--- config.mk ---
export PLATFORM = sky130hd
export DESIGN_NAME = dmem_resp
export DESIGN_NICKNAME = d
export VERILOG_FILES = /design/src/rtl/dmem_resp.sv
export SDC_FILE = /design/constraint.sdc
export NUM_CORES = 1
export LEC_CHECK = 0
export ABC_AREA = 1
export ABC_CLOCK_PERIOD_IN_PS = 2900
export BUFFER_PORTS_ARGS = -buffer_cell sky130_fd_sc_hd__buf_2
export CAP_MARGIN = 20
export CORE_UTILIZATION = 45
export DETAILED_ROUTE_END_ITERATION = 8
export GPL_TIMING_DRIVEN = 0
export HOLD_SLACK_MARGIN = 0.02
export PLACE_DENSITY_LB_ADDON = 0.05
export SLEW_MARGIN = 30
export SYNTH_ARGS = -nofsm -noshare
export SYNTH_HDL_FRONTEND = slang
export SYNTH_SLANG_ARGS = --single-unit
export TNS_END_PERCENT = 30
--- constraint.sdc ---
create_clock -name clk -period 2.9 [get_ports clk]
set_input_delay 0.58 -clock clk [delete_from_list [all_inputs] [get_ports clk]]
set_output_delay 0.58 -clock clk [all_outputs]
set_load 0.05 [all_outputs]
--- src/rtl/dmem_resp.sv ---
// Single-port data-memory responder: registered reads (1-cycle latency),
// writes, a post-reset clear sweep, sticky error flags and saturating counters.
module dmem_resp #(
  parameter int ADDR_W = 4,
  parameter int DATA_W = 16,
  parameter int CNT_W  = 8
) (
  input  logic              clk,
  input  logic              rst,
  input  logic              cs,
  input  logic              rw,
  input  logic [ADDR_W-1:0] address,
  input  logic [DATA_W-1:0] datin,
  output logic [DATA_W-1:0] memdat,
  output logic              ack,
  output logic              ready,
  output logic              rd_uninit,
  output logic              access_err,
  output logic [CNT_W-1:0]  rd_cnt,
  output logic [CNT_W-1:0]  wr_cnt
);

  localparam int DEPTH = 2 ** ADDR_W;

  localparam logic [0:0] ST_CLEAR = 1'b0;
  localparam logic [0:0] ST_SERVE = 1'b1;

  localparam logic [CNT_W-1:0]  CNT_MAX  = {CNT_W{1'b1}};
  localparam logic [ADDR_W-1:0] PTR_LAST = ADDR_W'(DEPTH - 1);

  // Handshake: a request is cs=1 sampled at a rising edge while in SERVE;
  // ack pulses high on the following cycle for every accepted request.

  logic [DATA_W-1:0] mem [DEPTH];

  logic [0:0]        state_q, state_d;
  logic [ADDR_W-1:0] clr_ptr_q, clr_ptr_d;
  logic [DEPTH-1:0]  written_q, written_d;
  logic [DATA_W-1:0] memdat_q, memdat_d;
  logic              ack_q, ack_d;
  logic              ready_q, ready_d;
  logic              rd_uninit_q, rd_uninit_d;
  logic              access_err_q, access_err_d;
  logic [CNT_W-1:0]  rd_cnt_q, rd_cnt_d;
  logic [CNT_W-1:0]  wr_cnt_q, wr_cnt_d;

  logic              mem_we;
  logic [ADDR_W-1:0] mem_waddr;
  logic [DATA_W-1:0] mem_wdata;

  always_comb begin
    state_d      = state_q;
    clr_ptr_d    = clr_ptr_q;
    written_d    = written_q;
    memdat_d     = memdat_q;
    ack_d        = 1'b0;
    ready_d      = ready_q;
    rd_uninit_d  = rd_uninit_q;
    access_err_d = access_err_q;
    rd_cnt_d     = rd_cnt_q;
    wr_cnt_d     = wr_cnt_q;
    mem_we       = 1'b0;
    mem_waddr    = address;
    mem_wdata    = datin;

    case (state_q)
      ST_CLEAR: begin
        mem_we    = 1'b1;
        mem_waddr = clr_ptr_q;
        mem_wdata = '0;
        clr_ptr_d = clr_ptr_q + 1'b1;
        if (cs) access_err_d = 1'b1;
        if (clr_ptr_q == PTR_LAST) begin
          state_d = ST_SERVE;
          ready_d = 1'b1;
        end
      end
      default: begin
        if (cs && rw) begin
          memdat_d = mem[address];
          ack_d    = 1'b1;
          if (rd_cnt_q != CNT_MAX) rd_cnt_d = rd_cnt_q + 1'b1;
          if (!written_q[address]) rd_uninit_d = 1'b1;
        end else if (cs) begin
          mem_we             = 1'b1;
          written_d[address] = 1'b1;
          ack_d              = 1'b1;
          if (wr_cnt_q != CNT_MAX) wr_cnt_d = wr_cnt_q + 1'b1;
        end
      end
    endcase
  end

  // The array has no reset; the CLEAR sweep is what zeroes it.
  always_ff @(posedge clk) begin
    if (mem_we) mem[mem_waddr] <= mem_wdata;
  end

  always_ff @(posedge clk or negedge rst) begin
    if (!rst) begin
      state_q      <= ST_CLEAR;
      clr_ptr_q    <= '0;
      written_q    <= '0;
      memdat_q     <= '0;
      ack_q        <= 1'b0;
      ready_q      <= 1'b0;
      rd_uninit_q  <= 1'b0;
      access_err_q <= 1'b0;
      rd_cnt_q     <= '0;
      wr_cnt_q     <= '0;
    end else begin
      state_q      <= state_d;
      clr_ptr_q    <= clr_ptr_d;
      written_q    <= written_d;
      memdat_q     <= memdat_d;
      ack_q        <= ack_d;
      ready_q      <= ready_d;
      rd_uninit_q  <= rd_uninit_d;
      access_err_q <= access_err_d;
      rd_cnt_q     <= rd_cnt_d;
      wr_cnt_q     <= wr_cnt_d;
    end
  end

  assign memdat     = memdat_q;
  assign ack        = ack_q;
  assign ready      = ready_q;
  assign rd_uninit  = rd_uninit_q;
  assign access_err = access_err_q;
  assign rd_cnt     = rd_cnt_q;
  assign wr_cnt     = wr_cnt_q;

endmodule

# Word-level counts from Yosys, hierarchy flattened

Memories as Yosys holds them, arrays and structs flattened. A register that Yosys moved wholly into a read port is not among the register bits.
Cells that the tools add are included.

Register bits: 41
Memory bits (writable): 256
Output and inout port bits: 36
Memories kept: 1

$add $sub $neg: 3
Magnitude comparators: 2
Eq/ne operators: 3
Mux-type cells: 15
Bitwise operators: 4
Reduce and logical (&&, ||, !) cells: 10

Memory list:

| name | words | bits a word | rd ports | clocked after Yosys merged registers in | write ports | line | source |
|---|---|---|---|---|---|---|---|
| mem  | 16    | 16          | 1        | 1                                       | 1           | 34   | `logic [DATA_W-1:0] mem [DEPTH];` |

Operator list:

| cell                                                              | number |
|---|---|
| adder 8 x 1 -> 8 bit, second input constant                       | 2 |
| 2-to-1 mux 16 bit                                                 | 1 |
| != test 8 bit, second input constant                              | 2 |
| bitwise OR 16 bit                                                 | 1 |
| 2-to-1 mux 1 bit                                                  | 11 |
| AND reduction 3 bit                                               | 3 |
| AND reduction 2 bit                                               | 3 |
| less-than comparator 4 x 5 -> 1 bit, second input constant        | 1 |
| adder 4 x 1 -> 4 bit, second input constant                       | 1 |
| binary-select mux 1 bit (select 4 bit)                            | 1 |
| demux 1 bit (select 4 bit)                                        | 1 |
| equality test 4 bit, second input constant                        | 1 |
| greater-or-equal comparator 4 x 1 -> 1 bit, second input constant | 1 |
| 2-to-1 mux 4 bit                                                  | 1 |
| AND reduction 4 bit                                               | 1 |
| inverter 1 bit                                                    | 3 |
| logical AND 1 bit                                                 | 2 |
| zero test 1 bit                                                   | 1 |

# Logic depth before layout (Yosys ltp)

Gate-level depths: netlist (run 1).

Word-level depth: 5
Depth in mapped cells: 11
Gate-level depth less buffers: 10

# Worst setup path after synthesis (run 1)

No wires, ideal clock.

Path type: input -> register
Start: input address[1]
End: memory mem[11][0] (enable)
Setup time: 0.388 ns
Data arrival time: 2.088 ns
Data required time: 2.512 ns
Slack: 0.424 ns
Cell stages on the path: 8
Path through: buf_4 inv_2 buf_2 o21ai_1 inv_1 nor2_1 nand2_1 nor2_1

Longest elaborated chain between the ends: 1

RTL lines:

| element          | line | source |
|---|---|---|
| start, declared  | 12   | `input logic [ADDR_W-1:0] address,` |
| 2-to-1 mux 4 bit | 66   | `case (state_q)` |
| end, declared    | 34   |  |

Every way passes these cells.

# Final worst setup path (run 1)

Start: register state_q
End: memory mem[7][9] (enable)

Longest elaborated chain between the ends: 3

RTL lines:

| element                                | line | source |
|---|---|---|
| start, declared                        | 36   | `logic [0:0] state_q, state_d;` |
| start signal, assigned                 | 112  | `state_q <= state_d;` |
| 2-to-1 mux 1 bit                       | 66   |  |
| 2-to-1 mux 1 bit                       | 96   | `if (mem_we) mem[mem_waddr] <= mem_wdata;` |
| 2-to-1 mux 1 bit (not written as such) | 96   |  |

Parallel ways exist; a longest one is shown, timed or not.

==> impl_metrics.yaml, run 1 <==
status:
  status: "finished clean"
worst_setup_path:
  crit_path_end_kind: "register"
  start_kind: "register"
  slowest_delay_ps: 630
  r2r_cells: 6
  path_class: "register to register"
  slowest_stage: "nor2_2"
  r2r-end: "mem[7][9]"
  cp_max_fo: 10
  setup.reg_to_reg.worst_slack_ps: 240
  crit_chain: "buf_4, inv_1, o21ai_0, nand3_1, nor2_2, buf_6"
  regToRegStartpoint: "state_q"
  arrival_ps: 2890
  required_ps: 3130
clocking:
  clk_latency_ps: 530
  numCtsBuffers: 35
  cts-root-buf: "clkbuf_16"
  ctsHtreeMaxLevel: 2
  clockBufferDepth: 3
  cts_sinks: 313
  clk_pin_slew_ps: 60
  hold_buffers: 0
  ctsResizeCount: 0
  postCtsSetupBuffers: 0
  cts_tree: "built"
pwr:
  p_clk_share_pct: 40.0
  switchingPower_mw: 2.895
  p_total_mw: 10.82
  p_per_area_nw_per_um2: 706.1
  p_leak_nw: 6.451
  switching_share_pct: 26.77
  internal_power_mw: 7.922
  vdd_drop_max_mv: 0.3676
  pwr-share-seq_pct: 47.6
  pwr-share-comb_pct: 12.4
synth:
  synth_most_common_cell: "nand2_1"
  synthesis.nets: 1318
  synth_area_leader_cell: "edfxtp_1"
  synth_area_sq_um: 13260
  yosys_most_used_dff: "edfxtp_1"
  synth_cell_type_count: 25
  netlist_top_cells_count: "595 x nand2_1, 256 x edfxtp_1, 97 x nand3_1, 70 x nor2_1, 62 x inv_1"
  synthTopCellsByArea: "edfxtp_1 58%, nand2_1 17%, dfrtp_1 11%, nand3_1 3.7%, nor2_1 2.0%"
  synth_top_area_share_pct: 57.97
  ys_seq_elements: 313
  ys_seq_area_share_pct: 68.73
  avgSynthCellArea_sq_um: 10.27
  yosysWarnings: 0
  synthCells: 1291
  synth_edf_count: 256
  async_reset_ff_share_pct: 18.21
layout:
  antennaDiodeCount: 0
  nets: 1420
  area_growth_pct: 15.53
  fillerInstances: 2666
  final_cell_area_sq_um: 15320
  stdcell_count: 1802
  drive_gt1_share_pct: 13.33
  fin_util_pct: 53.09
floorplanning:
  rows: 62
  start_util_pct: 45.95
  fp.dieW_microns: 173.7
  die_height_microns: 173.7
  ioPinCount: 60
  die_area_sq_um: 30160
  core_sq_um: 28860
place:
  hpwl_microns: 25060
  place_congestion: 0.8998
  dp_cells: 1740
  dpl_cell_area_sq_um: 14220
  io_buffers: 58
  pre_cts_ws_ps: -30.24
detailed_routing:
  drt_wl_total_microns: 37710
  viasPerCell: 5.120
  drtAntennaViolNets: 0
  via_count: 9227
  first_pass_iters: 8
  dr.first_iter.drc_count: 774
  post-route-drc-count: 0
  routed_wire_length_per_instance_microns: 20.93
timing:
  timing.final.crit_share_pct: 91.68
  setup_viol: 0
  final.setup_skew_ps: 20.51
  rsz0062_at_grt: "no"
  timing.final.hold_violations: 0
  finalCriticalPeriod_ps: 2659
  slew_headroom_pct: 39.92
  max_freq_mhz: 376.1
  final_max_slew_viol_count: 0
  fin_ws_ps: 241.3
  worstMarginPinSlew_ps: 897.9
global_route:
  antenna_found_initial: 0
  grt_max_degree: 58
  grt_use_total_pct: 25.33
  grt_pass1_wl_microns: 55070
  grt_pass1_vias: 8563
  gr-total-overflow: 0
job:
  cap_violations: 0
hold_path:
  holdCritPathClass: "input port to asynchronous set/reset pin"
sequential cells by signal, indices dropped and copies added (netlist names):
name	flops
written_q	16
state_q	1
access_err	1
wr_cnt	8
ack	1
memdat	16
rd_uninit	1
clr_ptr_q	4
ready	1
mem	256
rd_cnt	8
cell type report:
class | count | area [sq um] | share of cell area, %
plain buffers | 59 | 281.5 | 1.838
well taps | 384 | 480.5 | 3.136
repair buffers | 65 | 386.6 | 2.524
clock inverters | 17 | 158.9 | 1.037
multi-input cells | 851 | 3700 | 24.15
inverters | 68 | 255.2 | 1.666
clock buffers | 45 | 943.4 | 6.158
flip-flops and latches | 313 | 9114 | 59.49
cells by family (layout without fill, tap and decap cells):
group	Yosys count	in the layout	share of synthesized area [%]
buf+inv	127	254	4.048
simple gates	804	804	24.48
flops	313	313	68.73
compound gates	28	28	1.406
xor+xnor	16	16	1.057
fa+ha+maj	3	3	0.2831
stage by stage:
stage               TNS [ps]  hold slack [ps]
CTS                        0            148.7
detailed placement    -295.6            453.2
global placement     -140930            443.2
finish                     0            109.8
global route               0            178.4
floorplan                  0            284.4
power by group through the flow:
stage | registers [mW] | clock network [mW] | logic, mW
3_3_place_gp | 5.24 | 0 | 1.33
5_1_grt | 5.17 | 4.56 | 1.45
3_5_place_dp | 5.24 | 0 | 1.35
6_report | 5.15 | 4.32 | 1.35
2_1_floorplan | 5.61 | 0 | 0.531
4_1_cts | 5.15 | 4.38 | 1.35
per-layer routing:
layer | GRT usage (%) | vias to the layer above | share of wire [%]
li1 | - | 4434 | -
met1 | 35.86 | 4424 | 45
met2 | 39.71 | 299 | 46
met3 | 3.904 | 70 | 6.6
met4 | 9.211 | 0 | 3.1
met5 | 0 | - | 0
cells in the final DEF, fill, tap and decap left out, types with 21 or more instances in the layout:
cell       Yosys  routed
nand2_1      595     595
buf_2         33      90
clkbuf_1      17      24
edfxtp_1     256     256
inv_1         62      62
clkbuf_16      0      35
nand4_1       21      21
nor2_1        70      54
nand3_1       97      97
dfrtp_1       57      57
critical path, delay by kind of cell (launching register included):
family	cells	cell delay, ps
and+or+nand+nor	2	1050
buffers and inverters	3	580
AOI/OAI and AO/OA	1	400
DFF	1	320
worst max-delay path by stage:
| stage | from | endpoint | slack [ps] | cells after the start |
|---|---|---|---|---|
| 2_1_floorplan | address[1] | mem[11][0] | 420 | 8 |
| 3_3_place_gp | address[1] | mem[2][11] | -710 | 8 |
| 3_5_place_dp | cs | mem[7][9] | -30 | 6 |
| 4_1_cts | state_q | mem[7][9] | 300 | 6 |
| 5_1_grt | state_q | mem[7][9] | 110 | 6 |
| 6_report | state_q | mem[7][9] | 240 | 6 |
(Power assumes the default switching activity.)
==> run 2, diff against run 1 <==
CORE_MARGIN = 5   (was not set)
PLACE_DENSITY = 0.62   (was not set)
PLACE_DENSITY_LB_ADDON = not set   (was 0.05)
==> impl_metrics.yaml, run 2 (synthesis gave the netlist of run 1 again) <==
status:
  status: "finished clean"
floorplanning:
  ioPinCount: 60
  die_area_sq_um: 33000
  rows: 62
  die_height_microns: 181.7
  start_util_pct: 45.83
  core_sq_um: 28940
  fp.dieW_microns: 181.7
detailed_routing:
  via_count: 9468
  routed_wire_length_per_instance_microns: 19.98
  drtAntennaViolNets: 0
  dr.first_iter.drc_count: 843
  viasPerCell: 5.254
  first_pass_iters: 5
  drt_wl_total_microns: 36000
  post-route-drc-count: 0
place:
  dpl_cell_area_sq_um: 14210
  hpwl_microns: 23930
  place_congestion: 0.9341
  io_buffers: 58
  pre_cts_ws_ps: 89.41
timing:
  timing.final.crit_share_pct: 83.08
  slew_headroom_pct: 41.20
  final.setup_skew_ps: 12.14
  timing.final.hold_violations: 0
  rsz0062_at_grt: "no"
  fin_ws_ps: 490.7
  setup_tns_ps: 0
  max_freq_mhz: 415.1
  final_max_slew_viol_count: 0
  setup_viol: 0
  finalCriticalPeriod_ps: 2409
  worstMarginPinSlew_ps: 881.0
pwr:
  p_leak_nw: 6.444
  vdd_drop_max_mv: 0.4307
  p_per_area_nw_per_um2: 697.3
worst_setup_path:
  r2r_cells: 6
  required_ps: 3120
  cp_top_family: "simple AND/OR/NAND/NOR gates"
  start_kind: "register"
  cp-endpoint: "mem[15][9]"
  crit_path_start: "state_q"
  critical_path_buf_inv_count: 3
  slowest_stage: "nor2_2"
  regToRegStartpoint: "state_q"
  crit_path_end_kind: "register"
  r2r-end: "mem[15][9]"
  path_class: "register to register"
  cp_max_fo: 10
  arrival_ps: 2630
  cp_num_cells: 6
  crit_chain: "buf_4, inv_1, o21ai_0, nand3_1, nor2_2, buf_8"
  slowest_delay_ps: 560
  setup.reg_to_reg.worst_slack_ps: 490
layout:
  largest_reg_flops: 256
  drive_gt1_share_pct: 13.42
  layout_commonest_cell: "nand2_1"
  final_cell_area_sq_um: 15290
  fin_util_pct: 52.85
  regMostFlops: "mem"
  area_growth_pct: 15.32
  fillerInstances: 2529
  final_cell_mix: "595 x nand2_1, 256 x edfxtp_1, 97 x nand3_1"
  nets: 1419
clocking:
  postCtsSetupBuffers: 0
  ctsHtreeMaxLevel: 2
  clockBufferDepth: 3
  ctsResizeCount: 0
  clk_latency_ps: 520
  numCtsBuffers: 34
  clk_pin_slew_ps: 60
  cts_tree: "built"
  hold_buffers: 0
  cts-root-buf: "clkbuf_16"
  cts_sinks: 313
global_route:
  grt_use_total_pct: 21.52
  antenna_found_initial: 1
  grt_pass1_vias: 9074
  grt_pass1_wl_microns: 53920
  gr-total-overflow: 0
  grt_max_degree: 58
job:
  cap_violations: 0
hold_path:
  holdCritPathClass: "input port to asynchronous set/reset pin"
[run 2: per-stage QoR]
stage          hold WS, ps  instances  power, mW
3_3_place_gp         441.4       1733      6.548
6_report             140.3       1802      10.66
2_1_floorplan        284.4       1291      6.140
5_1_grt              202.8       1800      11.05
3_5_place_dp         443.1       1740      6.581
4_1_cts              161.3       1800      10.73
[run 2: layout make-up]
cell class | instances | area [sq um] | share of cell area, %
multi-input combinational | 851 | 3695 | 24.16
clock inverter | 9 | 38.79 | 0.2536
inverter | 68 | 255.2 | 1.669
timing repair buffer | 65 | 382.9 | 2.504
buffer | 59 | 281.5 | 1.841
antenna | 2 | 5.005 | 0.03273
clock buffer | 51 | 1040 | 6.799
tap | 384 | 480.5 | 3.142
sequential | 313 | 9114 | 59.60
[run 2: worst min-delay path by stage]
| stage | depth (start not counted) | startpoint | end |
|---|---|---|---|
| after global placement | 2 | rd_uninit | rd_uninit |
| after global routing | 1 | rst | memdat[3] |
| after detailed placement | 2 | written_q[10] | written_q[10] |
| after floorplan | 0 | rst | access_err |
| after CTS | 1 | rst | rd_uninit |
| final | 1 | rst | rd_uninit |
[run 2: metal layers]
| metal | up-vias | wire length (microns) | track usage (%) |
|---|---|---|---|
| met1 | 4572 | 14690 | 28.57 |
| met4 | 0 | 1327 | 8.226 |
| li1 | 4434 | - | - |
| met2 | 380 | 17090 | 35.35 |
| met5 | - | 0 | 0 |
| met3 | 82 | 2891 | 4.082 |
[run 2: power by group]
group	internal (mW)	switching, mW	leakage [nW]	total [mW]
Combinational	0.328	1.01	2.93	1.34
Sequential	5.03	0.120	2.99	5.15
Clock	2.47	1.70	0.531	4.17
Total	7.83	2.83	6.44	10.7
